===== src/rtl/rng_pkg.sv =====
// Shared definitions for the multi-channel LFSR random source.
//   LFSR_POLY   : Galois feedback taps (x^32+x^22+x^2+x+1)
//   CH_SALT     : per-channel multiplier used to decorrelate channel seeds
//   rng_state_t : controller states
//   lfsr_step   : one Galois step of a 32-bit state
//   derive_seed : channel seed from the shared seed, never zero
package rng_pkg;

    localparam logic [31:0] LFSR_POLY = 32'h8020_0003;
    localparam logic [31:0] CH_SALT   = 32'h9E37_79B9;

    typedef enum logic [1:0] {
        LOAD   = 2'd0,
        WARMUP = 2'd1,
        RUN    = 2'd2
    } rng_state_t;

    function automatic logic [31:0] lfsr_step(input logic [31:0] s);
        return {1'b0, s[31:1]} ^ (s[0] ? LFSR_POLY : 32'h0);
    endfunction

    // A zero seed would lock the LFSR, so it is replaced by 1.
    function automatic logic [31:0] derive_seed(input logic [31:0] seed, input int ch);
        logic [31:0] mixed;
        mixed = seed ^ 32'(CH_SALT * 32'(ch));
        return (mixed == 32'h0) ? 32'h1 : mixed;
    endfunction

endpackage


===== src/rtl/lfsr32_ch.sv =====
// One 32-bit Galois LFSR channel.
//   clk, reset : clock, async active-low reset (state clears to 0)
//   load       : load load_value this cycle (has priority over step)
//   load_value : value loaded on load
//   step       : advance the LFSR by one step
//   state      : current 32-bit LFSR state
module lfsr32_ch
    import rng_pkg::*;
(
    input  logic        clk,
    input  logic        reset,
    input  logic        load,
    input  logic [31:0] load_value,
    input  logic        step,
    output logic [31:0] state
);

    always_ff @(posedge clk or negedge reset) begin
        if (!reset) begin
            state <= '0;
        end else if (load) begin
            state <= load_value;
        end else if (step) begin
            state <= lfsr_step(state);
        end
    end

endmodule


===== src/rtl/rng_bank.sv =====
// Bank of NUM_CH independent LFSRs seeded from one shared seed, with a
// warm-up run after each load and a valid/ready output bundle.
//   clk, reset  : clock, async active-low reset
//   seed        : reseed value, taken when seed_valid && seed_ready
//   seed_valid  : reseed request
//   seed_ready  : high in WARMUP and RUN
//   rnd         : channel i in bits [i*OUTPUT_WIDTH +: OUTPUT_WIDTH]
//   out_valid   : rnd holds an unconsumed bundle
//   out_ready   : consumer takes rnd when out_valid && out_ready
module rng_bank
    import rng_pkg::*;
#(
    parameter int unsigned NUM_CH       = 4,
    parameter int unsigned OUTPUT_WIDTH = 8,
    parameter int unsigned WARMUP       = 64,
    parameter logic [31:0] SEED_DEFAULT = 32'hACE1_2025
) (
    input  logic                           clk,
    input  logic                           reset,
    input  logic [31:0]                    seed,
    input  logic                           seed_valid,
    output logic                           seed_ready,
    output logic [NUM_CH*OUTPUT_WIDTH-1:0] rnd,
    output logic                           out_valid,
    input  logic                           out_ready
);

    localparam int unsigned RND_W = NUM_CH * OUTPUT_WIDTH;
    localparam int unsigned CNT_W = 11;
    localparam logic [CNT_W-1:0] WARMUP_LAST = CNT_W'(WARMUP - 1);

    rng_state_t         state;
    logic [CNT_W-1:0]   cnt;
    logic [31:0]        seed_reg;
    logic [31:0]        ch_state [NUM_CH];
    logic [RND_W-1:0]   rnd_next_c;
    logic               accept_c;
    logic               advance_c;
    logic               load_c;
    logic               step_c;

    assign accept_c  = seed_valid && seed_ready;
    assign advance_c = !out_valid || out_ready;
    assign load_c    = (state == rng_pkg::LOAD);
    // A step during the reseed-accept cycle is harmless: LOAD reloads next.
    assign step_c    = (state == rng_pkg::WARMUP) ||
                       ((state == rng_pkg::RUN) && advance_c);

    for (genvar i = 0; i < NUM_CH; i++) begin : g_ch
        lfsr32_ch u_ch (
            .clk        (clk),
            .reset      (reset),
            .load       (load_c),
            .load_value (derive_seed(seed_reg, i)),
            .step       (step_c),
            .state      (ch_state[i])
        );
    end

    // Output word is the low slice of each channel's pre-step state.
    always_comb begin
        rnd_next_c = '0;
        for (int i = 0; i < NUM_CH; i++) begin
            rnd_next_c[i*OUTPUT_WIDTH +: OUTPUT_WIDTH] = ch_state[i][OUTPUT_WIDTH-1:0];
        end
    end

    // Controller: load / warm-up / run, plus output register.
    always_ff @(posedge clk or negedge reset) begin
        if (!reset) begin
            state      <= rng_pkg::LOAD;
            cnt        <= '0;
            seed_reg   <= SEED_DEFAULT;
            seed_ready <= 1'b0;
            out_valid  <= 1'b0;
            rnd        <= '0;
        end else if (accept_c) begin
            // Pending word is dropped; a same-cycle out_ready still completed it.
            state      <= rng_pkg::LOAD;
            seed_reg   <= seed;
            seed_ready <= 1'b0;
            out_valid  <= 1'b0;
        end else begin
            case (state)
                rng_pkg::LOAD: begin
                    cnt        <= '0;
                    out_valid  <= 1'b0;
                    seed_ready <= 1'b1;
                    if (WARMUP == 0) begin
                        state <= rng_pkg::RUN;
                    end else begin
                        state <= rng_pkg::WARMUP;
                    end
                end
                rng_pkg::WARMUP: begin
                    cnt <= cnt + CNT_W'(1);
                    if (cnt == WARMUP_LAST) begin
                        state <= rng_pkg::RUN;
                    end
                end
                rng_pkg::RUN: begin
                    if (advance_c) begin
                        rnd       <= rnd_next_c;
                        out_valid <= 1'b1;
                    end
                end
                default: begin
                    state <= rng_pkg::LOAD;
                end
            endcase
        end
    end

endmodule


===== config.mk =====
export PLATFORM = sky130hd
export DESIGN_NAME = rng_bank
export DESIGN_NICKNAME = d
export VERILOG_FILES = /design/src/rtl/rng_pkg.sv /design/src/rtl/lfsr32_ch.sv /design/src/rtl/rng_bank.sv
export SDC_FILE = /design/constraint.sdc
export NUM_CORES = 1
export LEC_CHECK = 0
export BUFFER_PORTS_ARGS = -buffer_cell sky130_fd_sc_hd__buf_4
export CAP_MARGIN = 30
export CORE_MARGIN = 2
export CORE_UTILIZATION = 30
export DETAILED_ROUTE_END_ITERATION = 7
export GPL_ROUTABILITY_DRIVEN = 0
export PLACE_DENSITY = 0.45
export SYNTH_ARGS = -nofsm -noshare
export SYNTH_HDL_FRONTEND = slang
export SYNTH_SLANG_ARGS = --single-unit

===== constraint.sdc =====
create_clock -name clk -period 3.84 [get_ports clk]
set_input_delay 0.384 -clock clk [delete_from_list [all_inputs] [get_ports clk]]
set_output_delay 0.384 -clock clk [all_outputs]
set_load 0.005 [all_outputs]

==> results of run 1 <==
==> metal layers <==
metal	up-vias	GRT usage (%)	routed length, microns
li1	3151	-	-
met1	3053	23.5	11800
met2	128	20.2	8830
met3	37	2.40	958
met4	0	3.48	497
met5	-	0	0
==> area by class of cell <==
cell class                      count  area (sq um)  area share, %
Timing Repair Buffer               84           677           6.36
Tap cell                          384           480           4.52
Inverter                            2          7.51         0.0706
Clock buffer                       30           654           6.15
Clock inverter                     14           200           1.88
Multi-Input combinational cell    612          3420           32.2
Sequential cell                   207          5190           48.8
==> path summary, 6_finish.rpt <==
check | start | depth (start not counted) | endpoint | slack, ns
min in group asynchronous | reset | 2 | g_ch[0].u_ch.state[19]$_DFFE_PN0P_ | 0.29
worst min-delay path | seed[3] | 2 | seed_reg[3]$_DFFE_PN0P_ | 0.10
worst max-delay path | state[0]$_DFFE_PN0P_ | 5 | g_ch[1].u_ch.state[14]$_DFFE_PN0P_ | 1.56
max in group asynchronous | reset | 3 | g_ch[2].u_ch.state[0]$_DFFE_PN0P_ | 2.69
worst min register to register | g_ch[0].u_ch.state[21]$_DFFE_PN0P_ | 2 | g_ch[0].u_ch.state[21]$_DFFE_PN0P_ | 0.47
worst max register to register | state[0]$_DFFE_PN0P_ | 5 | g_ch[1].u_ch.state[14]$_DFFE_PN0P_ | 1.56
==> stage by stage <==
step                      worst slack (ns)  total power [uW]  cell area (sq um)
final                                 1.56              8310              10600
after global routing                  1.34              8920              10600
after detailed placement              1.55              5930               9770
after global placement                1.59              5890               9770
after floorplan                       2.15              5120               8850
after CTS                             1.56              8440              10600
==> placed cells by master (no fill, tap or decap), types with 4 or more instances in the layout <==
cell type,instances
a21oi_1,98
bufinv_16,5
o21ai_0,14
nand3_1,13
mux2_2,35
a22o_1,4
dfrtp_1,195
o21ai_1,102
nor3_1,26
clkbuf_1,4
o31ai_1,4
and2_1,22
mux2_1,30
nor4_1,6
clkbuf_16,25
buf_4,79
xor2_1,7
nand4_1,9
nor2_1,78
dfstp_2,12
a31oi_1,4
clkinv_2,7
nand2_1,126
==> cell families (layout without fill, tap and decap cells) <==
group	count (synthesis)	count (layout)
mux	68	68
fa+ha+maj	1	1
buf+inv	59	130
compound gates	235	235
xor+xnor	9	9
flops	207	207
simple gates	299	299
==> power by group <==
group          switching (uW)  total [uW]  internal (uW)
registers                 853        3990           3140
clock network             926        2470           1540
logic                     975        1850            880
total                    2750        8310           5560
==> critical path: stages, from the launching register on <==
cell and delay, ns:
dfrtp_1 0.72, or2_4 0.58, buf_4 0.44, nor2_1 0.15
a21oi_1 0.16, o21ai_1 0.08
==> summary.txt, run 1 <==
Layout
  – Final Util: 36.9%
  – P&R area growth vs syn: 20.2%
  – Share of post-route cells with drive strength above 1: 18.5%
  – Diode count: 0
  – Nets: 969
  – # fillers: 2944
  – Max reg flops: 128
  – Final cell count without fillers: 1333

Setup path
  – CP endpoint kind: register
  – Crit Path Max Fanout: 48
  – CP Class: register to register
  – Startpoint class of the critical path: register
  – Worst path required time: 4.22 ns
  – Worst Path Arrival: 2.67 ns

Synth
  – Mux cell area share after synthesis: 8.61%
  – Area share of the largest cell type after synthesis: 55.1%
  – Ys async rst share: 100%
  – Synth top cells by count: 195 x dfrtp_1, 126 x nand2_1, 103 x o21ai_1, 98 x a21oi_1, 79 x nor2_1
  – Largest cells by area after synthesis: dfrtp_1 55%, o21ai_1 5.8%, a21oi_1 5.5%, nand2_1 5.3%, mux2_2 4.5%
  – Net Count, Synth: 915
  – Synth Area in Simple Gates: 15.0%
  – Synth Flop Type: dfrtp_1
  – Synth Area per Inst: 10.1 sq um
  – Synth Area in Compound Gates: 13.8%
  – Most common cell in the netlist: dfrtp_1
  – Post-synthesis sequential area ratio: 58.7%
  – Synth Area in Adders: 0.141%
  – Post-synthesis xor/xnor area fraction: 0.891%
  – Post-Syn Area: 8850 sq um
  – EDFF count, synth: 0
  – Post-synth cell types: 41
  – Post-Syn Instances: 878
  – Area leader, netlist: dfrtp_1
  – Yosys warns: 0
  – Number of synthesized register bits: 207
  – Largest family of logic cells by synthesized area: simple AND/OR/NAND/NOR gates

Route
  – Final ANT Viol Nets: 0
  – Vias per inst: 4.78
  – Drt first pass iters: 4
  – DR WL/cell: 16.6 microns
  – Vias: 6369
  – Final WL: 22100 microns
  – Starting DRT DRC Count: 442
  – # DRC: 0

Die
  – Rows: 62
  – Horiz. Die Dim: 176 microns
  – Vert. Die Dim: 176 microns
  – Die area: 30900 sq um
  – Starting density of the core: 30.7%
  – Io pins: 70
  – Core ar.: 28900 sq um

STA
  – Setup TNS: 0 ns
  – RSZ-0062 raised after global routing: false
  – Actual slew at the worst max-slew pin: 0.711 ns
  – Max-slew violations: 0
  – Hold slack: 0.105 ns
  – Clock skew: 0.0115 ns
  – Max-slew headroom: 52.6%
  – Min cycle time layout: 2.28 ns
  – Setup violators final: 0
  – Final Hold Viols: 0
  – Period utilisation layout: 59.5%
  – FMAX: 438 MHz

Global routing
  – Largest net degree at the start of global routing: 111
  – Initial antenna violation count: 1
  – Global-route wire length before repair: 36200 microns
  – GRT Residual Overflow: 0
  – Global-route usage over all layers: 14.6%
  – Vias in the first global route: 6241

Power and ir drop
  – Leakage: 0.00459 uW
  – Power density over the cells: 782 nW/um^2
  – VDD IR max: 0.400 mV

CTS
  – # Post-CTS Setup Buffers: 0
  – CTS Hold Bufs: 1
  – Total CTS buffers: 25
  – H-tree depth: 1
  – Post_cts resized: 0
  – CTS max path bufs: 3
  – CTS root buf: clkbuf_16
  – Clock transition at the registers of the reported paths: 0.06 ns
  – Clock Sinks: 207
  – CTS tree: yes
  – Clock Latency Late Sink: 0.51 ns

Placed design
  – Dpl hpwl: 14800 microns
  – Post-placement cell count: 1288
  – Port bufs: 69

Flow run
  – MaxCap Viol Count: 0

Worst hold path
  – Hold Crit Class: input pin to register

Outcome
  – Run status: finished, final reports clean
No activity file was read; power rests on OpenSTA's default activity.
==> run 2, diff against run 1 <==
--- a/config.mk
+++ b/config.mk
@@ -5,13 +5,14 @@
 export SDC_FILE = /design/constraint.sdc
 export NUM_CORES = 1
 export LEC_CHECK = 0
+export ABC_AREA = 1
 export BUFFER_PORTS_ARGS = -buffer_cell sky130_fd_sc_hd__buf_4
 export CAP_MARGIN = 30
 export CORE_MARGIN = 2
 export CORE_UTILIZATION = 30
 export DETAILED_ROUTE_END_ITERATION = 7
 export GPL_ROUTABILITY_DRIVEN = 0
-export PLACE_DENSITY = 0.45
+export PLACE_DENSITY = 0.46
 export SYNTH_ARGS = -nofsm -noshare
 export SYNTH_HDL_FRONTEND = slang
 export SYNTH_SLANG_ARGS = --single-unit
==> constraint.sdc (replaced) <==
create_clock -name clk -period 2 [get_ports clk]
set_input_delay 0.2 -clock clk [delete_from_list [all_inputs] [get_ports clk]]
set_output_delay 0.2 -clock clk [all_outputs]
set_load 0.005 [all_outputs]
==> summary.txt, run 2 <==
Flow run
  – MaxCap Viol Count: 0

Global routing
  – Largest net degree at the start of global routing: 120
  – Vias in the first global route: 7423
  – Global-route usage over all layers: 15.3%
  – Global-route wire length before repair: 40700 microns
  – Initial antenna violation count: 0
  – GRT Residual Overflow: 0

CTS
  – Total CTS buffers: 25
  – Clock Latency Late Sink: 0.52 ns
  – Post_cts resized: 0
  – CTS max path bufs: 3
  – Clock Sinks: 207
  – H-tree depth: 1
  – CTS tree: yes
  – Clock transition at the registers of the reported paths: 0.06 ns
  – CTS root buf: clkbuf_16

Synth
  – Post-Syn Area: 9400 sq um
  – Post-Syn Instances: 1142
  – Net Count, Synth: 1179
  – Area share of the largest cell type after synthesis: 51.9%
  – Post-synthesis sequential area ratio: 55.3%
  – Ys async rst share: 100%
  – Synth Area per Inst: 8.23 sq um
  – Largest cells by area after synthesis: dfrtp_1 52%, o21ai_0 9.5%, nor2_1 7.4%, nand2_1 7.1%, inv_1 5.6%
  – EDFF count, synth: 0
  – Number of synthesized register bits: 207
  – Post-synth cell types: 35
  – Most common cell in the netlist: dfrtp_1
  – Yosys warns: 0
  – Synth top cells by count: 195 x dfrtp_1, 185 x nor2_1, 178 x nand2_1, 178 x o21ai_0, 139 x inv_1
  – Area leader, netlist: dfrtp_1
  – Synth Flop Type: dfrtp_1

Die
  – Die area: 32800 sq um
  – Core ar.: 30700 sq um
  – Io pins: 70
  – Starting density of the core: 30.6%
  – Rows: 64
  – Horiz. Die Dim: 181 microns
  – Vert. Die Dim: 181 microns

Setup path
  – R2r setup slk: 0.17 ns
  – Reg-to-reg critical path startpoint: state[1]$_DFFE_PN0P_
  – Crit Path Max Fanout: 119
  – Worst r2r path cells: 5
  – CP Class: register to register
  – Worst Path Arrival: 2.20 ns
  – RR Endpoint: g_ch[1].u_ch.state[11]$_DFFE_PN0P_
  – Startpoint class of the critical path: register
  – CP endpoint kind: register
  – Worst path required time: 2.37 ns

Route
  – Final WL: 24200 microns
  – Vias: 7619
  – Drt first pass iters: 5
  – Starting DRT DRC Count: 459
  – # DRC: 0
  – Vias per inst: 4.63
  – DR WL/cell: 14.7 microns
  – Final ANT Viol Nets: 0

Layout
  – Diode count: 0
  – P&R area growth vs syn: 22.6%
  – Nets: 1269
  – Share of post-route cells with drive strength above 1: 12.2%
  – Max reg flops: 128
  – Most common cell after layout, fill and taps aside: dfrtp_1
  – Final cell count without fillers: 1646
  – Most frequent cells in the layout: 195 x dfrtp_1, 185 x nor2_1, 178 x nand2_1, 178 x o21ai_0, 139 x inv_1
  – # fillers: 3240

Worst hold path
  – HP Start: seed_valid
  – Hold Crit Class: input pin to register
  – Hold Path Sink: out_valid$_DFFE_PN0P_
  – Worst Hold Depth: 4

STA
  – Setup violators final: 0
  – Final Hold Viols: 0
  – Max-slew violations: 0
  – RSZ-0062 raised after global routing: false
  – Period utilisation layout: 91.5%
  – FMAX: 547 MHz
  – Setup TNS: 0 ns
  – Actual slew at the worst max-slew pin: 0.590 ns
  – Min cycle time layout: 1.83 ns
  – Clock skew: 0.0214 ns
  – Max-slew headroom: 60.7%

Power and ir drop
  – VDD IR max: 0.550 mV
  – Power density over the cells: 1420 nW/um^2
  – Leakage: 0.00536 uW

Placed design
  – Dpl hpwl: 16600 microns
  – Post-placement cell count: 1568
  – Port bufs: 69

Outcome
  – Run status: finished, final reports clean
## run 2: changes by cell type after synthesis, moves of 20 or more
cell,change
mux2_2,-33
clkbuf_1,-26
and2_1,-22
nor2_1,+106
o21ai_0,+164
buf_2,+20
nand2_1,+52
inv_1,+137
mux2_1,-30
o21ai_1,-23
a21oi_1,-73
## run 2: stage by stage
stage / power (uW) / utilization [%] / instance area, sq um / worst slack, ns / hold WS (ns)
4_1_cts: 16600 / 37.5 / 11500 / 0.177 / 0.0870
2_1_floorplan: 10200 / - / 9400 / 0.720 / -0.0956
6_report: 16300 / 37.5 / 11500 / 0.170 / 0.126
3_5_place_dp: 12000 / 33.8 / 10400 / 0.215 / 0.189
3_3_place_gp: 11900 / 33.8 / 10400 / 0.219 / 0.197
5_1_grt: 17800 / 37.5 / 11500 / 0.0522 / 0.159
## run 2: kinds of logic after synthesis
logic type | share of synthesized area [%]
buffers and inverters | 8.96
multiplexers | 0.240
AO/OA/AOI/OAI | 17.7
XOR/XNOR | 0.186
adder cells (fa/ha/maj) | 0.133
AND/OR/NAND/NOR | 17.5
flip-flops | 55.3
## run 2: final cells by class
type	count	area, sq um	share of cell area [%]
multi-input combinational	735	3380	29.3
tap	396	495	4.30
clock buffer	37	741	6.43
timing repair buffer	120	1100	9.58
clock inverter	8	67.6	0.587
inverter	143	537	4.66
sequential	207	5190	45.1
## run 2: repair_timing
action / 4_1_cts / 5_1_grt
endpoints found under the hold margin: 80 / 0
setup buffers: 0 / 0
hold buffers: 33 / 0
## run 2: routing by layer
layer  wire length (microns)  global-route usage [%]  part of all wire (%)  vias to the layer above
met4                     333                    2.89                   1.4                        0
met2                   10500                    22.8                    43                      125
met1                   12500                    23.5                    52                     3611
li1                        -                       -                     -                     3857
met3                     938                    2.10                   3.9                       26
met5                       0                       0                     0                        -
## run 2: worst max path at each step
stage / start / endpoint / slack [ns] / cells after the start
after global placement: state[1]$_DFFE_PN0P_ / g_ch[2].u_ch.state[0]$_DFFE_PN0P_ / 0.22 / 8
after CTS: state[1]$_DFFE_PN0P_ / g_ch[1].u_ch.state[11]$_DFFE_PN0P_ / 0.18 / 5
after floorplan: cnt[0]$_DFFE_PN0P_ / cnt[8]$_DFFE_PN0P_ / 0.72 / 6
final: state[1]$_DFFE_PN0P_ / g_ch[1].u_ch.state[11]$_DFFE_PN0P_ / 0.17 / 5
after detailed placement: state[1]$_DFFE_PN0P_ / g_ch[1].u_ch.state[11]$_DFFE_PN0P_ / 0.22 / 5
after global routing: state[1]$_DFFE_PN0P_ / g_ch[2].u_ch.state[0]$_DFFE_PN0P_ / 0.05 / 8
## run 2: where the power goes
part / leakage [uW] / internal (uW) / switching, uW
clock network: 0.000402 / 2680 / 1760
logic: 0.00240 / 1810 / 3180
registers: 0.00256 / 5950 / 964
total: 0.00536 / 10400 / 5910
## run 2: worst max-delay path, cell delays in order, from the launching register on
cell and delay (ns):
dfrtp_1 0.47, nor2_4 0.18, buf_12 0.35, nor2_1 0.10, o21ai_0 0.29, o21ai_0 0.14
